<file path="src/rtl/jellyvl_etherneco_packet_tx.sv">
// EtherNeco ring frame transmitter: preamble, SFD, 4-byte header, streamed
// payload and reflected CRC-32 FCS, serialised onto a ready/valid byte stream.
module jellyvl_etherneco_packet_tx #(
  parameter int unsigned GAP_CYCLES   = 12,
  parameter int unsigned PREAMBLE_LEN = 7
) (
  input  logic        clk,
  input  logic        reset,
  input  logic        cmd_start,
  input  logic [7:0]  cmd_type,
  input  logic [7:0]  cmd_node,
  input  logic [15:0] cmd_length,
  output logic        cmd_ready,
  output logic        busy,
  input  logic [7:0]  s_payload_data,
  input  logic        s_payload_valid,
  output logic        s_payload_ready,
  output logic        m_tx_first,
  output logic        m_tx_last,
  output logic [7:0]  m_tx_data,
  output logic        m_tx_valid,
  input  logic        m_tx_ready
);

  localparam int unsigned      GAP_W    = (GAP_CYCLES > 1) ? $clog2(GAP_CYCLES) : 1;
  localparam logic [GAP_W-1:0] GAP_LAST = GAP_W'((GAP_CYCLES > 0) ? GAP_CYCLES - 1 : 0);
  localparam logic [3:0]       PRE_LAST = 4'(PREAMBLE_LEN - 1);

  // Each state names the class of byte loaded next into the output register.
  typedef enum logic [2:0] {
    ST_IDLE, ST_PREAMBLE, ST_SFD, ST_HEADER, ST_PAYLOAD, ST_FCS, ST_GAP
  } state_t;

  state_t           state, state_n;
  logic [3:0]       cnt, cnt_n;
  logic [15:0]      pay_cnt, pay_cnt_n;
  logic [GAP_W-1:0] gap_cnt, gap_cnt_n;
  logic [7:0]       lat_type, lat_type_n;
  logic [7:0]       lat_node, lat_node_n;
  logic [15:0]      lat_len, lat_len_n;
  logic [31:0]      crc, crc_n;
  logic             valid_n, first_n, last_n;
  logic [7:0]       data_n;
  logic             can_load;
  logic [7:0]       hdr_byte;
  logic [7:0]       fcs_byte;
  logic [31:0]      fcs;

  function automatic logic [31:0] crc_next(input logic [31:0] c, input logic [7:0] d);
    logic [31:0] r;
    r = c;
    for (int unsigned i = 0; i < 8; i++) begin
      r = (r >> 1) ^ ((r[0] ^ d[i]) ? 32'hEDB8_8320 : 32'h0000_0000);
    end
    return r;
  endfunction

  // Handshake-side status and byte selection for header and FCS fields.
  always_comb begin
    can_load        = !m_tx_valid || m_tx_ready;
    cmd_ready       = (state == ST_IDLE) || ((state == ST_GAP) && (gap_cnt == GAP_LAST));
    busy            = (state != ST_IDLE) && !cmd_ready;
    s_payload_ready = (state == ST_PAYLOAD) && can_load;
    fcs             = ~crc;
    hdr_byte        = 8'h00;
    fcs_byte        = 8'h00;
    case (cnt[1:0])
      2'd0: begin hdr_byte = lat_type;      fcs_byte = fcs[7:0];   end
      2'd1: begin hdr_byte = lat_node;      fcs_byte = fcs[15:8];  end
      2'd2: begin hdr_byte = lat_len[7:0];  fcs_byte = fcs[23:16]; end
      default: begin hdr_byte = lat_len[15:8]; fcs_byte = fcs[31:24]; end
    endcase
  end

  // Next-state and output-register logic; a byte is loaded whenever the
  // output register is empty or being drained this cycle.
  always_comb begin
    state_n    = state;
    cnt_n      = cnt;
    pay_cnt_n  = pay_cnt;
    gap_cnt_n  = gap_cnt;
    lat_type_n = lat_type;
    lat_node_n = lat_node;
    lat_len_n  = lat_len;
    crc_n      = crc;
    valid_n    = m_tx_valid;
    data_n     = m_tx_data;
    first_n    = m_tx_first;
    last_n     = m_tx_last;

    if (m_tx_valid && m_tx_ready) begin
      valid_n = 1'b0;
      first_n = 1'b0;
      last_n  = 1'b0;
    end

    case (state)
      ST_PREAMBLE: if (can_load) begin
        valid_n = 1'b1;
        data_n  = 8'h55;
        cnt_n   = cnt + 4'd1;
        if (cnt == PRE_LAST) state_n = ST_SFD;
      end
      ST_SFD: if (can_load) begin
        valid_n = 1'b1;
        data_n  = 8'hD5;
        cnt_n   = '0;
        state_n = ST_HEADER;
      end
      ST_HEADER: if (can_load) begin
        valid_n = 1'b1;
        data_n  = hdr_byte;
        crc_n   = crc_next(crc, hdr_byte);
        cnt_n   = cnt + 4'd1;
        if (cnt == 4'd3) begin
          state_n   = ST_PAYLOAD;
          pay_cnt_n = '0;
        end
      end
      ST_PAYLOAD: if (s_payload_valid && s_payload_ready) begin
        valid_n = 1'b1;
        data_n  = s_payload_data;
        crc_n   = crc_next(crc, s_payload_data);
        if (pay_cnt == lat_len) begin
          state_n = ST_FCS;
          cnt_n   = '0;
        end else begin
          pay_cnt_n = pay_cnt + 16'd1;
        end
      end
      ST_FCS: begin
        // cnt==4: all FCS bytes loaded, waiting for the final handshake.
        if (cnt == 4'd4) begin
          if (m_tx_valid && m_tx_ready) begin
            state_n   = (GAP_CYCLES == 0) ? ST_IDLE : ST_GAP;
            gap_cnt_n = '0;
          end
        end else if (can_load) begin
          valid_n = 1'b1;
          data_n  = fcs_byte;
          last_n  = (cnt == 4'd3);
          cnt_n   = cnt + 4'd1;
        end
      end
      ST_GAP: begin
        if (gap_cnt == GAP_LAST) state_n = ST_IDLE;
        else                     gap_cnt_n = gap_cnt + 1'b1;
      end
      default: ;
    endcase

    // Acceptance overrides IDLE/final-GAP handling; output register is empty here.
    if (cmd_start && cmd_ready) begin
      lat_type_n = cmd_type;
      lat_node_n = cmd_node;
      lat_len_n  = cmd_length;
      crc_n      = '1;
      valid_n    = 1'b1;
      data_n     = 8'h55;
      first_n    = 1'b1;
      last_n     = 1'b0;
      cnt_n      = 4'd1;
      state_n    = (PREAMBLE_LEN == 1) ? ST_SFD : ST_PREAMBLE;
    end
  end

  // State and output register update.
  always_ff @(posedge clk or negedge reset) begin
    if (!reset) begin
      state      <= ST_IDLE;
      cnt        <= '0;
      pay_cnt    <= '0;
      gap_cnt    <= '0;
      lat_type   <= '0;
      lat_node   <= '0;
      lat_len    <= '0;
      crc        <= '1;
      m_tx_valid <= 1'b0;
      m_tx_data  <= '0;
      m_tx_first <= 1'b0;
      m_tx_last  <= 1'b0;
    end else begin
      state      <= state_n;
      cnt        <= cnt_n;
      pay_cnt    <= pay_cnt_n;
      gap_cnt    <= gap_cnt_n;
      lat_type   <= lat_type_n;
      lat_node   <= lat_node_n;
      lat_len    <= lat_len_n;
      crc        <= crc_n;
      m_tx_valid <= valid_n;
      m_tx_data  <= data_n;
      m_tx_first <= first_n;
      m_tx_last  <= last_n;
    end
  end

endmodule

</file>
<file path="config.mk">
export PLATFORM = sky130hd
export DESIGN_NAME = jellyvl_etherneco_packet_tx
export DESIGN_NICKNAME = d
export VERILOG_FILES = /design/src/rtl/jellyvl_etherneco_packet_tx.sv
export SDC_FILE = /design/constraint.sdc
export NUM_CORES = 1
export LEC_CHECK = 0
export ABC_AREA = 1
export BUFFER_PORTS_ARGS = -buffer_cell sky130_fd_sc_hd__buf_2
export CELL_PAD_IN_SITES_DETAIL_PLACEMENT = 1
export CELL_PAD_IN_SITES_GLOBAL_PLACEMENT = 2
export CORE_ASPECT_RATIO = 0.5
export CORE_MARGIN = 3
export CORE_UTILIZATION = 35
export CTS_CLUSTER_DIAMETER = 120
export CTS_CLUSTER_SIZE = 30
export DETAILED_ROUTE_END_ITERATION = 16
export PLACE_DENSITY = 0.92
export SYNTH_ARGS = -nofsm -noshare
export SYNTH_HDL_FRONTEND = slang
export SYNTH_SLANG_ARGS = --single-unit
</file>
<file path="constraint.sdc">
create_clock -name clk -period 2.5 [get_ports clk]
set_input_delay 0.5 -clock clk [delete_from_list [all_inputs] [get_ports clk]]
set_output_delay 0.5 -clock clk [all_outputs]
set_load 0.03 [all_outputs]
</file>
## Yosys cells after proc, flatten, opt, wreduce, memory -nomap -nowiden

Index checks and enable logic that the tools add are counted.

- Register bits after elaboration: 102
- Latch bits: 0
- Memory bits (writable): 0
- Memory bits (read-only): 0
- Bits of input ports: 45
- Output and inout bits: 14
- Word-level logic and storage cells: 179
- Memories: 0

- $add $sub $neg: 3
- Multiply operators: 0
- Divide/modulo/power cells: 0
- Order comparisons: 0
- Equal/unequal tests: 32
- Shift operators: 0
- Mux-type cells: 71
- Bitwise operators: 33
- Reductions and logical operators: 28

Operators with widths:

| operator | number |
|---|---|
| $mux 32 | 19 |
| $xor 31x32->32 | 16 |
| $mux 16 | 4 |
| $pmux 32 s2 | 1 |
| $mux 8 | 7 |
| $pmux 8 s3 | 2 |
| $pmux 8 s5 | 1 |
| $mux 4 | 9 |
| $mux 3 | 11 |
| $not 32->32 | 1 |
| $pmux 16 s2 | 1 |
| $ne 3x3->1 const B | 9 |
| $pmux 3 s6 | 1 |
| $add 16x1->16 const B | 1 |
| $eq 16x16->1 | 1 |
| $pmux 4 s4 | 1 |
| $xor 1x1->1 | 16 |
| $mux 1 | 12 |
| $ne 2x2->1 const B | 6 |
| $reduce_and 11->1 | 1 |
| $reduce_and 5->1 | 2 |
| $eq 3x3->1 const B | 3 |
| $ne 3x1->1 const B | 3 |
| $add 4x1->4 const B | 2 |
| 25 further kinds | 37 |

## Logic depth before layout (Yosys ltp)

Gate-level depths: netlist of run 1.

- Depth after elaboration: 29
- Gate-level depth with buffers: 21
- Depth with buffers taken out: 20

## Worst setup path before layout of run 1

Ideal clock, no wire load.

- Path kind: flip-flop to flip-flop
- Start point: register gap_cnt[0]
- End point: register m_tx_data[6]
- Setup time: 0.119 ns
- Data arrival time: 2.100 ns
- Required time: 2.381 ns
- Path slack: 0.281 ns
- Cell stages (with the launch flop): 13
- Buffers on the path: 2
- Period minus slack after synthesis: 2.219 ns
- Path through: dfrtp_1 -> ha_1 -> nand2_1 -> nor3_2 -> nand2_1 -> nand2_1 -> nand2_1 -> buf_2 -> nand2_1 -> nor3_1 -> nor3_4 -> buf_4 -> o21a_1

- Word-level cells in the longest chain between the ends: 6
- Elaborated cells on any way between the ends: 13
- Classes of those cells: 7 x eq/ne; 1 x mux; 5 x reduce/logical

RTL lines:

| what | RTL line | RTL |
|---|---|---|
| from (decl) | 37 | `logic [GAP_W-1:0] gap_cnt, gap_cnt_n;` |
| from (signal assigned) | 186 | `gap_cnt <= gap_cnt_n;` |
| $eq 4x4->1 * | 61 | `cmd_ready = (state == ST_IDLE) \|\| ((state == ST_GAP) && (gap_cnt == GAP_LAST));` |
| $logic_and 1x1->1 * | 61 |  |
| $logic_or 1x1->1 * | 61 |  |
| via cmd_ready | 13 | `output logic cmd_ready,` |
| $logic_and 1x1->1 * | 153 | `if (cmd_start && cmd_ready) begin` |
| $ne 3x3->1 (no line) (tied with other cells) | n/a |  |
| $reduce_and 7->1 (no line) | n/a |  |
| to (signal assigned) | 192 | `m_tx_data <= data_n;` |
| to (decl) | 20 | `output logic [7:0] m_tx_data,` |

Mark *: on every way through the listed nets, which the timed path passes. The rest lies on a longest branch.
A chain may end at the register's enable or synchronous reset.

## Final worst setup path of run 1

- Start point: register cnt[1]
- End point: register crc[17]

- Word-level cells in the longest chain between the ends: 15
- Elaborated cells on any way between the ends: 25
- Classes of those cells: 2 x eq/ne; 9 x mux; 13 x bitwise; 1 x reduce/logical

RTL lines:

| what | RTL line | RTL |
|---|---|---|
| from (decl) | 35 | `logic [3:0] cnt, cnt_n;` |
| from (signal assigned) | 184 | `cnt <= cnt_n;` |
| $eq 2x2->1 (tied with other cells) | 67 | `case (cnt[1:0])` |
| $pmux 8 s3 * | 67 |  |
| $xor 1x1->1 | 53 | `r = (r >> 1) ^ ((r[0] ^ d[i]) ? 32'hEDB8_8320 : 32'h0000_0000);` |
| $mux 32 | 53 |  |
| $xor 31x32->32 (5 in series) | 53 |  |
| $xor 31x32->32 * (3 in series) | 53 |  |
| $mux 32 * | 110 | `ST_HEADER: if (can_load) begin` |
| $pmux 32 s2 * | 97 | `case (state)` |
| $mux 32 * | 153 |  |
| to (signal assigned) | 190 | `crc <= crc_n;` |
| to (decl) | 41 | `logic [31:0] crc, crc_n;` |

Mark *: on every way between the ends. The rest lies on a longest branch, timed or not. The select of a mux whose other input is x is not followed.

==> results of run 1 <==
per-layer routing:
| layer | global-route usage (%) | up-vias |
|---|---|---|
| li1 | - | 3821 |
| met1 | 34.7 | 4060 |
| met2 | 40.9 | 225 |
| met3 | 4.22 | 51 |
| met4 | 6.20 | 0 |
| met5 | 0 | - |
report_power, final:
part           leakage, nW  total (mW)  internal (mW)         switching (mW)
Sequential            1.17        1.65           1.65  0.0000000000000000299
Clock                0.155        1.54          0.733                  0.808
Combinational         3.40       0.302          0.108                  0.194
layout by cell type, fill, tap and decap left out, types with 5 or more instances in the layout:
master and n:
buf_2 57, xnor2_1 20, o21ai_0 46, nand2_1 349
xnor2_2 6, nand3_1 78, buf_4 74, clkbuf_16 9
o211ai_1 6, inv_1 101, or2_1 12, nand2_2 22
nor2_1 69, inv_2 10, dfstp_2 32, o22ai_1 5
o21ai_1 30, nand4_1 14, a21oi_1 40, a31oi_1 5
dfrtp_1 68, nor3_1 13, o221ai_1 8, xor2_1 73
nand2_4 6
metrics by stage:
step | setup WS (ns) | power [mW]
floorplan | 0.281 | 1.83
detailed placement | -0.127 | 1.98
global route | -0.0763 | 3.62
global placement | 0.0111 | 1.97
finish | 0.0728 | 3.49
CTS | 0.0453 | 3.52
registers in the layout, summed over array words and instances, names as in the netlist:
| register | cells |
|---|---|
| cnt | 4 |
| crc | 32 |
| gap_cnt | 4 |
| lat_len | 16 |
| lat_node | 8 |
| lat_type | 8 |
| m_tx_data | 8 |
| m_tx_first | 1 |
| m_tx_last | 1 |
| m_tx_valid | 1 |
| pay_cnt | 16 |
| state | 3 |
final cells by class:
class                      count  area, um2
clock buffer                   9        225
sequential                   102       2590
tap                          292        365
fill                        2712      11800
multi-input combinational    867       4730
clock inverter                 7       91.3
inverter                     114        439
timing repair buffer         134        901
kinds of logic after synthesis:
| logic type | Yosys count |
|---|---|
| AND/OR/NAND/NOR | 583 |
| AO/OA/AOI/OAI | 170 |
| buffers and inverters | 146 |
| XOR/XNOR | 103 |
| flip-flops | 102 |
| adder cells (fa/ha/maj) | 8 |
| multiplexers | 3 |
worst paths after layout:
kind                       slack (ns)                       to  cells after the start
setup / recovery                 0.07      crc[17]$_DFFE_PN1P_                     15
hold / removal                   0.13   pay_cnt[0]$_DFFE_PN0P_                      1
setup reg to reg                 0.07      crc[17]$_DFFE_PN1P_                     15
hold reg to reg                  0.50   m_tx_first$_DFFE_PN0P_                      2
max in group asynchronous        1.60      crc[10]$_DFFE_PN1P_                      2
min in group clk                 0.31  lat_type[0]$_DFFE_PN0P_                      3
critical path: cells and delay by family, from the launching register on:
family | cells | cell delay, ns
compound gates | 1 | 0.14
fa+ha+maj | 1 | 0.24
flops | 1 | 0.42
simple gates | 9 | 0.96
buf+inv | 3 | 0.45
xor+xnor | 1 | 0.15
what timing repair did:
action	in CTS	in global routing
resized for setup	10	37
pin swaps	0	1
setup buffers	0	8
hold endpoints to repair	0	0
setup endpoints to repair	15	40
==> key figures, run 1 <==
Timing
  • Max frequency: 412 MHz
  • Setup violators final: 0
  • Final setup TNS: 0 ns
  • Tcrit/Tclk final: 97.1%
  • Final Hold Violating Endpoints: 0
  • Minimum hold slack: 0.132 ns
  • Max transition margin: 58.5%
  • Slew Limit Fails: 0
  • Final min period: 2.43 ns
  • Worst-margin pin slew: 0.623 ns
  • Setup Skew: 0.00853 ns
  • RSZ-0062 raised after global routing: true

Synthesis
  • Yosys top cell by area: dfrtp_1
  • Most frequent cell after synthesis: nand2_1
  • Syn Std Cell Area: 7740 um2
  • Syn avg cell area: 6.94 um2
  • Mux cell area share after synthesis: 0.436%
  • Synth Area in Compound Gates: 13.0%
  • Synth Area in Simple Gates: 32.1%
  • Net count of the mapped netlist: 1,168
  • Post-Syn Instances: 1,115
  • Synth top area share: 22.6%
  • Sequential share of the synthesized area: 33.5%
  • Top FF cell, synth: dfrtp_1
  • Post-synth cell types: 54
  • Post-synth EDFFs: 0
  • Synth Area in Adders: 1.29%
  • Main combinational cell family by area after synthesis: simple AND/OR/NAND/NOR gates
  • Synth top cells by count: nand2_1 (364), inv_1 (103), nand3_1 (79)
  • Largest cells by area after synthesis: dfrtp_1 (23%), nand2_1 (18%), dfstp_2 (11%), xor2_1 (8.4%), nand3_1 (5.1%)
  • Synth Area in XOR/XNOR: 12.2%
  • FF+latch count, synth: 102
  • Syn. warnings: 0
  • Ys async rst share: 100%

Global routing
  • Initial antenna violation count: 0
  • First-pass GRT wire length: 47.3 mm
  • Largest net degree at the start of global routing: 43
  • Global-route usage over all layers: 25.1%
  • Grt ovf: 0
  • Number of global-route vias before repair: 8,369

Placement
  • Dpl hpwl: 23.3 mm
  • Post-Place Cell Area: 8790 um2
  • Post-Place Cells: 1,501
  • Gp weighted congestion: 0.964
  • Port bufs: 58

Setup path
  • Most used cell, CP: nand2_1
  • Max FO, Critical Path: 14
  • CP max stage delay: 0.42 ns
  • Worst r2r src: cnt[1]$_DFFE_PN0P_
  • Critical path startpoint: cnt[1]$_DFFE_PN0P_
  • Crit. End Element: flop
  • Critical Path RT: 2.80 ns
  • Setup CP Type: reg -> reg
  • Data arrival, critical path: 2.72 ns
  • CP max stage cell: dfrtp_2
  • Startpoint Class: flop
  • Crit-path cells: ha_2 > clkinv_4 > buf_4 > or2_1 > nand2_1 > nand2_1 > nand2_1 > buf_4 > xnor2_2 > nand2_1 > nand2_2 > nor2_1 > nor2_1 > nand2_1 > a21oi_1

Detailed routing
  • DR DRC count: 0
  • Routed met3 length: 1.54 mm
  • Routed vias/inst: 5.35
  • DR iter-0 viols: 595
  • Met1 WL: 14.1 mm
  • First-pass DRT Iterations: 5
  • Detail Route Antenna Nets: 0
  • Met2 Wirelength: 13.7 mm
  • Via Count: 8,157
  • Routed len/inst: 19.7 um
  • Drt total wl: 30.1 mm
  • DR top layer: met4

Clock tree
  • Clk sinks: 102
  • Worst-Skew Late Latency: 0.37 ns
  • CTS H-tree depth: 3
  • Root Driver: clkbuf_16
  • CTS tree: built
  • # hold bufs at CTS: 0
  • CTS Buffer Depth: 2
  • Clk slew on worst S/H paths: 0.09 ns
  • Inserted Clock Buffers: 9

Finish
  • N_diodes: 0
  • Post-route insts no fill: 1,525
  • P&R area growth vs syn: 20.8%
  • Share of cells above drive strength 1: 21.2%
  • Layout Utilization: 44.3%
  • Nets: 1,281
  • Design area: 9350 um2

Die
  • Die Span X: 216 um
  • # IOs: 59
  • Die area: 24,000 um2
  • Core box area: 21,100 um2
  • Row count: 37
  • Starting Density: 36.7%
  • Chip Height: 111 um

Worst hold path
  • Worst hold path type: in -> async

Status
  • Status: completed

Pwr
  • PwrDens: 374 nW/um2
  • Static Leak: 4.72 nW
  • Maximum vdd drop: 0.331 mV

Flow run
  • Max Cap Violations: 0
Note: power is estimated with default switching activity, not from simulation.
==> inputs of run 2 (changes only) <==
--- a/config.mk
+++ b/config.mk
@@ -8,14 +8,14 @@
 export ABC_AREA = 1
 export BUFFER_PORTS_ARGS = -buffer_cell sky130_fd_sc_hd__buf_2
 export CELL_PAD_IN_SITES_DETAIL_PLACEMENT = 1
-export CELL_PAD_IN_SITES_GLOBAL_PLACEMENT = 2
+export CELL_PAD_IN_SITES_GLOBAL_PLACEMENT = 1
 export CORE_ASPECT_RATIO = 0.5
 export CORE_MARGIN = 3
-export CORE_UTILIZATION = 35
+export CORE_UTILIZATION = 42
 export CTS_CLUSTER_DIAMETER = 120
 export CTS_CLUSTER_SIZE = 30
 export DETAILED_ROUTE_END_ITERATION = 16
-export PLACE_DENSITY = 0.92
+export PLACE_DENSITY = 0.88
 export SYNTH_ARGS = -nofsm -noshare
 export SYNTH_HDL_FRONTEND = slang
 export SYNTH_SLANG_ARGS = --single-unit
==> run 2 against run 1 <==
Net effect:
- the flow now finishes with violations (negative setup slack)
- core utilization grew 8.6 points
- non-clock buffer count fell by 10
- register-to-register slack lost 0.13 ns
- clock skew up 0.0049 ns
- via count grew 4.7%
- combinational power up 4%
- sequential share of layout area is essentially flat
==> key figures, run 2 (synthesized netlist as in run 1, its figures left out) <==
Setup path
  • Critical Path RT: 2.80 ns (about the same)
  • Startpoint Class: flop
  • Worst r2r src: cnt[1]$_DFFE_PN0P_
  • Worst reg2reg path endpoint: crc[15]$_DFFE_PN1P_
  • Critical path capture point: crc[15]$_DFFE_PN1P_
  • Worst R2R Setup Slack: -0.06 ns (-0.13 ns)
  • Setup CP Type: reg -> reg
  • Max FO, Critical Path: 9 (-5)
  • R2R depth: 15 (unchanged)
  • Crit. End Element: flop
  • Critical path startpoint: cnt[1]$_DFFE_PN0P_
  • Data arrival, critical path: 2.85 ns (+0.13 ns)

Clock tree
  • CTS H-tree depth: 3 (unchanged)
  • Inserted Clock Buffers: 9 (unchanged)
  • Root Driver: clkbuf_16
  • # hold bufs at CTS: 0 (unchanged)
  • Worst-Skew Late Latency: 0.37 ns (about the same)
  • CTS tree: built
  • Clk slew on worst S/H paths: 0.08 ns (about the same)
  • CTS Buffer Depth: 2 (unchanged)
  • Clk sinks: 102 (unchanged)

Pwr
  • Maximum vdd drop: 0.297 mV (-10%)
  • Power Total: 3.52 mW (+0.69%)
  • Static Leak: 4.71 nW (-0.14%)
  • PwrDens: 376 nW/um2 (+0.58%)

Timing
  • Final min period: 2.56 ns (+0.129 ns)
  • Minimum hold slack: 0.156 ns (+0.0238 ns)
  • RSZ-0062 raised after global routing: true
  • Max transition margin: 56.5% (-2.0 points)
  • Tcrit/Tclk final: 102% (+5.2 points)
  • Worst-margin pin slew: 0.652 ns (+0.0293 ns)
  • Final setup TNS: -0.0905 ns (-0.0905 ns)
  • Final setup margin: -0.0564 ns (-0.129 ns)
  • Setup violators final: 5 (+5)
  • Slew Limit Fails: 0 (unchanged)
  • Setup Skew: 0.0135 ns (+0.00494 ns)
  • Final Hold Violating Endpoints: 0 (unchanged)
  • Max frequency: 391 MHz (-5.1%)

Status
  • Failing checks: negative setup slack
  • Status: finished, violations left

Detailed routing
  • First-pass DRT Iterations: 6 (+1)
  • Routed vias/inst: 5.86 (+9.5%)
  • Drt total wl: 32.0 mm (+6.3%)
  • DR top layer: met4
  • DR DRC count: 0 (unchanged)
  • Via Count: 8,541 (+4.7%)
  • Detail Route Antenna Nets: 0 (unchanged)
  • Routed len/inst: 21.9 um (+11%)
  • Met1 WL: 13.0 mm (-8.0%)
  • DR iter-0 viols: 797 (+34%)
  • Met2 Wirelength: 15.3 mm (+12%)
  • Routed met3 length: 2.35 mm (+53%)

Die
  • Die area: 20,200 um2 (-16%)
  • Core box area: 17,700 um2 (-16%)
  • # IOs: 59 (unchanged)
  • Starting Density: 43.7% (+7.1 points)
  • Die Span X: 198 um (-8.5%)
  • Chip Height: 102 um (-8.2%)
  • Row count: 34 (-8.1%)

Placement
  • Gp weighted congestion: 0.937 (-2.8%)
  • Post-Place Cells: 1,426 (-5.0%)
  • Port bufs: 58 (unchanged)
  • Dpl hpwl: 22.5 mm (-3.7%)
  • Post-place setup slack: -0.162 ns (-0.0352 ns)

Finish
  • Share of cells above drive strength 1: 22.2% (+0.97 points)
  • Top Registers: crc x32, lat_len x16, pay_cnt x16
  • P&R area growth vs syn: 20.9%
  • Most flops, register: crc
  • Post-route insts no fill: 1,458 (-4.4%)
  • Max reg flops: 32 (unchanged)
  • N_diodes: 0 (unchanged)
  • Nets: 1,272 (-0.70%)
  • Commonest non-fill, non-tap cell in the layout: nand2_1
  • Most frequent cells in the layout: nand2_1 (337), inv_1 (101), nand3_1 (77)

Global routing
  • Grt ovf: 0 (unchanged)
  • Number of global-route vias before repair: 8,721 (+4.2%)
  • Initial antenna violation count: 0 (unchanged)
  • First-pass GRT wire length: 47.0 mm (-0.73%)
  • Global-route usage over all layers: 29.9% (+4.8 points)
  • Largest net degree at the start of global routing: 43 (unchanged)

Flow run
  • Max Cap Violations: 0 (unchanged)

Worst hold path
  • Worst hold path type: in -> async
run 2: cell types whose count changed in the layout (fill, tap and decap cells not counted), moves of 3 or more:
cell | previous run | this run
nand2_1 | 349 | 337
xor2_1 | 73 | 70
inv_4 | 1 | 5
nand2_4 | 6 | 11
buf_4 | 74 | 61
nand2_2 | 22 | 30
inv_2 | 10 | 7
run 2: layer usage:
layer	GRT usage (%)	vias to the layer above
met2	51.4	387
met4	11.7	0
li1	-	3802
met3	5.53	113
met1	38.1	4239
met5	0	-
run 2: how the worst min path moves through the flow:
stage	startpoint	to	slack, ns	depth (start not counted)
finish	reset	m_tx_data[5]$_DFFE_PN0P_	0.16	1
global route	reset	m_tx_data[5]$_DFFE_PN0P_	0.18	1
CTS	reset	m_tx_data[3]$_DFFE_PN0P_	0.16	1
detailed placement	lat_node[7]$_DFFE_PN0P_	lat_node[7]$_DFFE_PN0P_	0.47	2
global placement	m_tx_first$_DFFE_PN0P_	m_tx_first$_DFFE_PN0P_	0.46	2
floorplan	reset	cnt[0]$_DFFE_PN0P_	0.20	0
run 2: area by class of cell:
| cell class | count | area (um2) |
|---|---|---|
| fill | 2294 | 8340 |
| inverter | 114 | 445 |
| multi-input combinational | 868 | 4860 |
| tap | 234 | 293 |
| clock inverter | 6 | 75.1 |
| timing repair buffer | 124 | 855 |
| clock buffer | 10 | 239 |
| sequential | 102 | 2600 |
run 2: repair_timing:
action / CTS / global route
endpoints found under the setup margin: 21 / 46
pin swaps: 0 / 13
gates cloned: 0 / 1
setup buffers: 1 / 14
endpoints found under the hold margin: 0 / 0
gates resized for setup: 16 / 64
run 2: report_power, final:
group / switching [mW] / internal (mW) / leakage (nW)
Sequential: 0.0000000000000000405 / 1.65 / 1.17
Combinational: 0.202 / 0.110 / 3.40
Clock: 0.733 / 0.822 / 0.152
run 2: worst max-delay path, cell delays in order, from the launching register on:
cell and delay, ns:
dfrtp_2 0.47, buf_4 0.16, ha_4 0.18, nand2_1 0.10
nand4_1 0.19, nand2_2 0.14, nand2_1 0.10, nand2_4 0.14
nand2_2 0.13, nand2_4 0.14, buf_4 0.13, xor2_1 0.18
inv_1 0.08, nand2_1 0.07, nand3_1 0.09, a21oi_2 0.15
run 2: per-stage QoR:
step	area (um2)	utilization (%)
2_1_floorplan	7740	-
3_3_place_gp	8610	48.6
3_5_place_dp	8610	48.6
4_1_cts	9010	50.9
5_1_grt	9360	52.9
6_report	9360	52.9
